`config.mk`:
```
export PLATFORM = sky130hd
export DESIGN_NAME = distribute_tree_inject_seq_flat
export DESIGN_NICKNAME = d
export VERILOG_FILES = /design/src/rtl/distribute_tree_inject_seq_if.sv /design/src/rtl/distribute_tree_inject_seq.sv /design/src/flat_wrapper.sv
export SDC_FILE = /design/constraint.sdc
export NUM_CORES = 1
export LEC_CHECK = 0
export ABC_AREA = 0
export CAP_MARGIN = 5
export CORE_MARGIN = 2
export CORE_UTILIZATION = 56
export CTS_BUF_LIST = sky130_fd_sc_hd__clkbuf_16
export CTS_CLUSTER_SIZE = 40
export DETAILED_ROUTE_END_ITERATION = 10
export PLACE_DENSITY = 0.83
export SETUP_SLACK_MARGIN = 0.1
export SYNTH_ARGS = -nofsm -noshare
export SYNTH_HDL_FRONTEND = slang
export SYNTH_SLANG_ARGS = --single-unit
export TNS_END_PERCENT = 10
```
`constraint.sdc`:
```
create_clock -name clk -period 4.5 [get_ports clk]
set_input_delay 0.45 -clock clk [delete_from_list [all_inputs] [get_ports clk]]
set_output_delay 0.45 -clock clk [all_outputs]
set_load 0.01 [all_outputs]
```
`src/rtl/distribute_tree_inject_seq_if.sv`:
```
// Ingress handshake bundle for distribute_tree_inject_seq: producer offers
// {s_sweep, s_dest, s_data}, the block answers with s_ready.
interface distribute_tree_inject_seq_if #(
    parameter int unsigned DATA_WIDTH = 32,
    parameter int unsigned NUM_LEAF   = 8
);
    localparam int unsigned CMD_WIDTH = $clog2(NUM_LEAF);

    logic                  s_valid;
    logic                  s_ready;
    logic [DATA_WIDTH-1:0] s_data;
    logic [CMD_WIDTH-1:0]  s_dest;
    logic                  s_sweep;

    // Producer side
    modport master (output s_valid, output s_data, output s_dest, output s_sweep, input s_ready);
    // Block side
    modport slave  (input s_valid, input s_data, input s_dest, input s_sweep, output s_ready);
endinterface

```
`src/rtl/distribute_tree_inject_seq.sv`:
```
// Injects words into the root of a binary distribution tree. Words are queued
// in a small ingress FIFO; unicast words issue one beat addressed by s_dest,
// sweep words are replayed to every leaf (cmd 0..NUM_LEAF-1) before popping.
module distribute_tree_inject_seq #(
    parameter  int unsigned DATA_WIDTH = 32,
    parameter  int unsigned NUM_LEAF   = 8,
    parameter  int unsigned FIFO_DEPTH = 4,
    localparam int unsigned CMD_WIDTH  = $clog2(NUM_LEAF)
) (
    input  logic                    clk,
    input  logic                    rst,
    distribute_tree_inject_seq_if.slave s,
    input  logic                    i_tree_en,
    output logic                    o_valid,
    output logic [DATA_WIDTH-1:0]   o_data_bus,
    output logic [CMD_WIDTH-1:0]    o_cmd,
    output logic                    o_busy,
    output logic [15:0]             o_sent_cnt
);
    localparam int unsigned PTR_W = $clog2(FIFO_DEPTH);
    localparam logic [CMD_WIDTH-1:0] LAST_IDX = CMD_WIDTH'(NUM_LEAF - 1);

    typedef struct packed {
        logic                  sweep;
        logic [CMD_WIDTH-1:0]  dest;
        logic [DATA_WIDTH-1:0] data;
    } entry_t;

    typedef enum logic {IDLE, SWEEP} state_t;

    entry_t               mem [FIFO_DEPTH];
    logic [PTR_W:0]       wr_ptr;
    logic [PTR_W:0]       rd_ptr;
    logic                 fifo_full;
    logic                 fifo_empty;
    logic                 push;
    logic                 pop;
    entry_t               head;
    state_t               state;
    logic [CMD_WIDTH-1:0] sweep_idx;

    // Extra pointer MSB separates full from empty when the indices match
    assign fifo_empty = (wr_ptr == rd_ptr);
    assign fifo_full  = (wr_ptr[PTR_W] != rd_ptr[PTR_W]) &&
                        (wr_ptr[PTR_W-1:0] == rd_ptr[PTR_W-1:0]);

    // Ready only reflects stored occupancy, never a same-cycle pop
    assign s.s_ready = !fifo_full && !rst;
    assign push      = s.s_valid && s.s_ready;
    assign head      = mem[rd_ptr[PTR_W-1:0]];

    // A unicast head leaves at once; a sweep head leaves on its last leaf beat
    assign pop = i_tree_en && !fifo_empty &&
                 (((state == IDLE) && !head.sweep) ||
                  ((state == SWEEP) && (sweep_idx == LAST_IDX)));

    assign o_busy = !fifo_empty || (state == SWEEP);

    // FIFO storage write
    always_ff @(posedge clk) begin
        if (push) begin
            mem[wr_ptr[PTR_W-1:0]] <= {s.s_sweep, s.s_dest, s.s_data};
        end
    end

    // FIFO pointers
    always_ff @(posedge clk) begin
        if (rst) begin
            wr_ptr <= '0;
            rd_ptr <= '0;
        end else begin
            if (push) begin
                wr_ptr <= wr_ptr + 1'b1;
            end
            if (pop) begin
                rd_ptr <= rd_ptr + 1'b1;
            end
        end
    end

    // Issue FSM driving the registered tree-root inputs and beat counter
    always_ff @(posedge clk) begin
        if (rst) begin
            state      <= IDLE;
            sweep_idx  <= '0;
            o_valid    <= 1'b0;
            o_data_bus <= '0;
            o_cmd      <= '0;
            o_sent_cnt <= '0;
        end else if (i_tree_en) begin
            case (state)
                IDLE: begin
                    if (fifo_empty) begin
                        o_valid <= 1'b0;
                    end else begin
                        o_valid    <= 1'b1;
                        o_data_bus <= head.data;
                        o_sent_cnt <= o_sent_cnt + 16'd1;
                        if (head.sweep) begin
                            o_cmd     <= '0;
                            sweep_idx <= CMD_WIDTH'(1);
                            state     <= SWEEP;
                        end else begin
                            o_cmd <= head.dest;
                        end
                    end
                end
                SWEEP: begin
                    o_valid    <= 1'b1;
                    o_data_bus <= head.data;
                    o_cmd      <= sweep_idx;
                    o_sent_cnt <= o_sent_cnt + 16'd1;
                    sweep_idx  <= sweep_idx + 1'b1;
                    if (sweep_idx == LAST_IDX) begin
                        state <= IDLE;
                    end
                end
                default: begin
                    state <= IDLE;
                end
            endcase
        end
    end
endmodule

```
`src/flat_wrapper.sv`:
```
// flat-port wrapper written by rule: the top's interface ports become plain ports
module distribute_tree_inject_seq_flat 
#(
    parameter  int unsigned DATA_WIDTH = 32,
    parameter  int unsigned NUM_LEAF   = 8,
    parameter  int unsigned FIFO_DEPTH = 4,
    localparam int unsigned CMD_WIDTH  = $clog2(NUM_LEAF)
)
  (clk, rst, i_tree_en, o_valid, o_data_bus, o_cmd, o_busy, o_sent_cnt, s_s_valid, s_s_data, s_s_dest, s_s_sweep, s_s_ready);
  distribute_tree_inject_seq_if #(.DATA_WIDTH(DATA_WIDTH), .NUM_LEAF(NUM_LEAF)) s_i ();
  input  logic clk;
  input  logic rst;
  input  logic i_tree_en;
  output logic o_valid;
  output logic [DATA_WIDTH-1:0] o_data_bus;
  output logic [CMD_WIDTH-1:0] o_cmd;
  output logic o_busy;
  output logic [15:0] o_sent_cnt;
  input wire logic [$bits(s_i.s_valid)-1:0] s_s_valid;
  input wire logic [$bits(s_i.s_data)-1:0] s_s_data;
  input wire logic [$bits(s_i.s_dest)-1:0] s_s_dest;
  input wire logic [$bits(s_i.s_sweep)-1:0] s_s_sweep;
  output wire logic [$bits(s_i.s_ready)-1:0] s_s_ready;
  assign s_i.s_valid = s_s_valid;
  assign s_i.s_data = s_s_data;
  assign s_i.s_dest = s_s_dest;
  assign s_i.s_sweep = s_s_sweep;
  assign s_s_ready = s_i.s_ready;
  distribute_tree_inject_seq #(.DATA_WIDTH(DATA_WIDTH), .NUM_LEAF(NUM_LEAF), .FIFO_DEPTH(FIFO_DEPTH)) u_core (.clk(clk), .rst(rst), .s(s_i), .i_tree_en(i_tree_en), .o_valid(o_valid), .o_data_bus(o_data_bus), .o_cmd(o_cmd), .o_busy(o_busy), .o_sent_cnt(o_sent_cnt));
endmodule
```
==> impl_metrics.env <==
export IMPL_wl_met3_um=984
export IMPL_yosys_area_top_type="edfxtp_1"
export IMPL_synth_seq_area_share_pct=70.9
export IMPL_crit_chain="xor2_2 > o311ai_0 > nor2_4"
export IMPL_relSlewSlack_pct=23.0
export IMPL_grt_pass1_vias=4748
export IMPL_wl_met1_um=6540
export IMPL_syn_area_um2=7910
export IMPL_die_h_um=123
export IMPL_path_clk_slew_ns=0.07
export IMPL_worstRegToRegCells=3
export IMPL_area_delta_synth_final_pct=22.5
export IMPL_via_per_inst=5.92
export IMPL_status="completed"
export IMPL_h_tree_depth=1
export IMPL_fill_cells=878
export IMPL_avgSynthCellArea_um2=15.3
export IMPL_cts_made_buffers=21
export IMPL_clock_sinks=208
export IMPL_coreArea_um2=13800
export IMPL_grt_overflow_total=0
export IMPL_fin_setup_tns_ns=0
export IMPL_critPathCaptureType="flop"
export IMPL_cpPeakStageDelay_ns=0.97
export IMPL_setup_viol=0
export IMPL_synth_edf_count=144
export IMPL_cts_resized=0
export IMPL_rsz0062_at_grt="no"
export IMPL_met2_length_um=8640
export IMPL_cts_setup_buffers=0
export IMPL_synth_top_area_share_pct=54.7
export IMPL_ir_drop_mv=0.400
export IMPL_final_nets=653
export IMPL_hold_path_startpoint="rst"
export IMPL_antennaDiodeCount=0
export IMPL_hold_depth=4
export IMPL_crit_type="reg -> reg"
export IMPL_grt_antenna_before_repair=0
export IMPL_clock_latency_ns=0.48
export IMPL_period_share_pct=56.3
export IMPL_synth_cells=516
export IMPL_cp_depth=3
export IMPL_cp_data_arrival_time_ns=2.62
export IMPL_synth_cell_type_count=37
export IMPL_synthTopCellsByArea="edfxtp_1 (55%), dfxtp_1 (16%), mux4_2 (10%), nand2_1 (3.8%), a21oi_1 (3.5%)"
export IMPL_grt_max_degree=69
export IMPL_tightest_slew_ns=1.15
export IMPL_async_reset_ff_share_pct=0
export IMPL_ys_flop_type="edfxtp_1"
export IMPL_num_rows=43
export IMPL_vias=4731
export IMPL_yosysWarnings=0
export IMPL_drtAntennaViolNets=0
export IMPL_routedWlPerCell_um=21.0
export IMPL_seq_area_um2=5610
export IMPL_ys_ff_latch=208
export IMPL_syn_nets=564
export IMPL_whs_ns=0.357
export IMPL_final_setup_skew_ns=0.0222
export IMPL_place_hpwl_um=9710
export IMPL_fmax_mhz=394
export IMPL_p_leak_nw=3.12
export IMPL_io_pins=94
export IMPL_hp_class="in -> reg"
export IMPL_finalHoldViolations=0
export IMPL_grt_pass1_wl_um=25300
export IMPL_cpLargestDelayFamily="simple AND/OR/NAND/NOR gates"
export IMPL_power_per_cell_area_nw_per_um2=448
export IMPL_hold_end="u_core.o_cmd[0]"
export IMPL_drc_errors=0
export IMPL_path_buf_inv=0
export IMPL_drt_wl_total_um=16700
export IMPL_initial_core_util_pct=57.2
export IMPL_r2r_end="u_core.mem[3][8]"
export IMPL_crit_slowest_cell="nor2_4"
export IMPL_max_cap_violations=0
export IMPL_clock_path_buffers=3
export IMPL_chipWidth_um=123
export IMPL_drtIter0Drc=346
export IMPL_tritoncts="built"
export IMPL_path_max_fanout=36
export IMPL_multi_input_area_um2=2150
export IMPL_first_pass_iters=4
export IMPL_numPortBuffers=93
export IMPL_period_minus_slack_ns=2.54
export IMPL_layout_drive_gt1_share_pct=13.6
export IMPL_regToRegStartpoint="u_core.wr_ptr[0]"
export IMPL_clockRootBuffer="clkbuf_16"
export IMPL_worstPathRequired_ns=4.58
export IMPL_ctsHoldBuffers=0
export IMPL_top_layer="met4"
export IMPL_cp_start_kind="flop"
export IMPL_grt_total_usage_pct=22.5
export IMPL_fp_dieArea_um2=15100
export IMPL_gp_congestion=0.788
export IMPL_rrSetupSlack_ns=1.96
export IMPL_drv_slew=0
## cells in the mapped netlist (all sizes together), types with 2 or more instances
master and n:
nand2 79, nor2b 4, a221oi 3, dfxtp 64
and2 3, edfxtp 144, a211oi 2, inv 9
nand3 6, or4 11, clkbuf 17, mux2 3
o21ai 9, ha 8, or3 7, xnor2 2
buf 13, o31ai 13, nor2 10, mux2i 3
xor2 3, mux4 35, a21oi 55, nand4 3
## cells in the final DEF, fill, tap and decap left out, types with 2 or more instances in the layout
cell,count
xnor2_1,2
xor2_2,3
nor2_1,9
a21oi_1,55
nor2b_1,4
mux2_2,3
clkinv_1,2
mux2i_1,3
dfxtp_2,2
clkinv_2,4
nand4_1,3
nand3_1,6
a221oi_1,3
edfxtp_1,144
clkdlybuf4s50_1,92
dfxtp_1,62
o21ai_0,9
or3_1,7
or4_1,11
nand2_1,79
and2_2,3
a211oi_1,2
bufinv_16,5
mux4_2,35
clkbuf_16,21
ha_1,8
buf_4,3
inv_1,13
o31ai_1,13
## logic make-up (layout without fill, tap and decap cells)
logic type      after synthesis  in the layout  synth area share [%]
xor+xnor                      5              5                 0.839
mux                          41             41                  10.8
flops                       208            208                  70.9
fa+ha+maj                     8              8                  1.27
buf+inv                      39            142                  2.14
compound gates               90             90                  6.91
simple gates                125            125                  7.18
## report_power, final
part,switching [mW],leakage [nW],internal [mW]
logic,0.181,0.917,0.167
registers,0.0465,1.83,2.11
clock network,0.694,0.370,1.13
total,0.922,3.12,3.42
## per-stage QoR
| step | util, % | power, mW | std cells | worst slack, ns | instance area [um^2] |
|---|---|---|---|---|---|
| detailed placement | 64.8 | 2.54 | 762 | 1.83 | 8960 |
| global placement | 64.8 | 2.52 | 762 | 1.89 | 8960 |
| CTS | 70.1 | 4.36 | 799 | 1.93 | 9690 |
| global route | 70.1 | 4.46 | 799 | 1.76 | 9690 |
| finish | 70.1 | 4.34 | 799 | 1.96 | 9690 |
| floorplan | - | 2.38 | 516 | 1.56 | 7910 |
## sequential cells by signal (all words and copies together) (netlist names), named ones only
register and count:
u_core.mem 144, u_core.o_cmd 3, u_core.o_data_bus 32, u_core.o_sent_cnt 16, u_core.o_valid 1, u_core.rd_ptr 3, u_core.state 1, u_core.sweep_idx 3
u_core.wr_ptr 3
## layout make-up
cell class                      instances  area share (%)
Timing Repair Buffer                   96            9.79
Tap cell                              180            2.32
Sequential cell                       208            57.9
Inverter                                9           0.349
Clock buffer                           21            5.42
Clock inverter                         16            2.07
Multi-Input combinational cell        269            22.2
## worst register-to-register path, stage by stage, from the launching register on
cell and delay [ns]:
dfxtp_1 0.45, xor2_2 0.33, o311ai_0 0.36, nor2_4 0.97
## routing by layer
layer | GRT usage, % | vias to the layer above
met5 | 0 | -
li1 | - | 2142
met2 | 39.7 | 188
met3 | 3.95 | 40
met1 | 27.5 | 2361
met4 | 8.84 | 0
## worst max path at each step
| stage | startpoint | to | slack (ns) |
|---|---|---|---|
| floorplan | rst | u_core.mem[3][0] | 1.56 |
| global placement | s_s_valid | u_core.mem[3][17] | 1.89 |
| detailed placement | s_s_valid | u_core.mem[3][19] | 1.83 |
| CTS | u_core.wr_ptr[0] | u_core.mem[3][15] | 1.93 |
| global route | u_core.wr_ptr[0] | u_core.mem[3][8] | 1.76 |
| finish | u_core.wr_ptr[0] | u_core.mem[3][8] | 1.96 |
(Power assumes the default switching activity.)
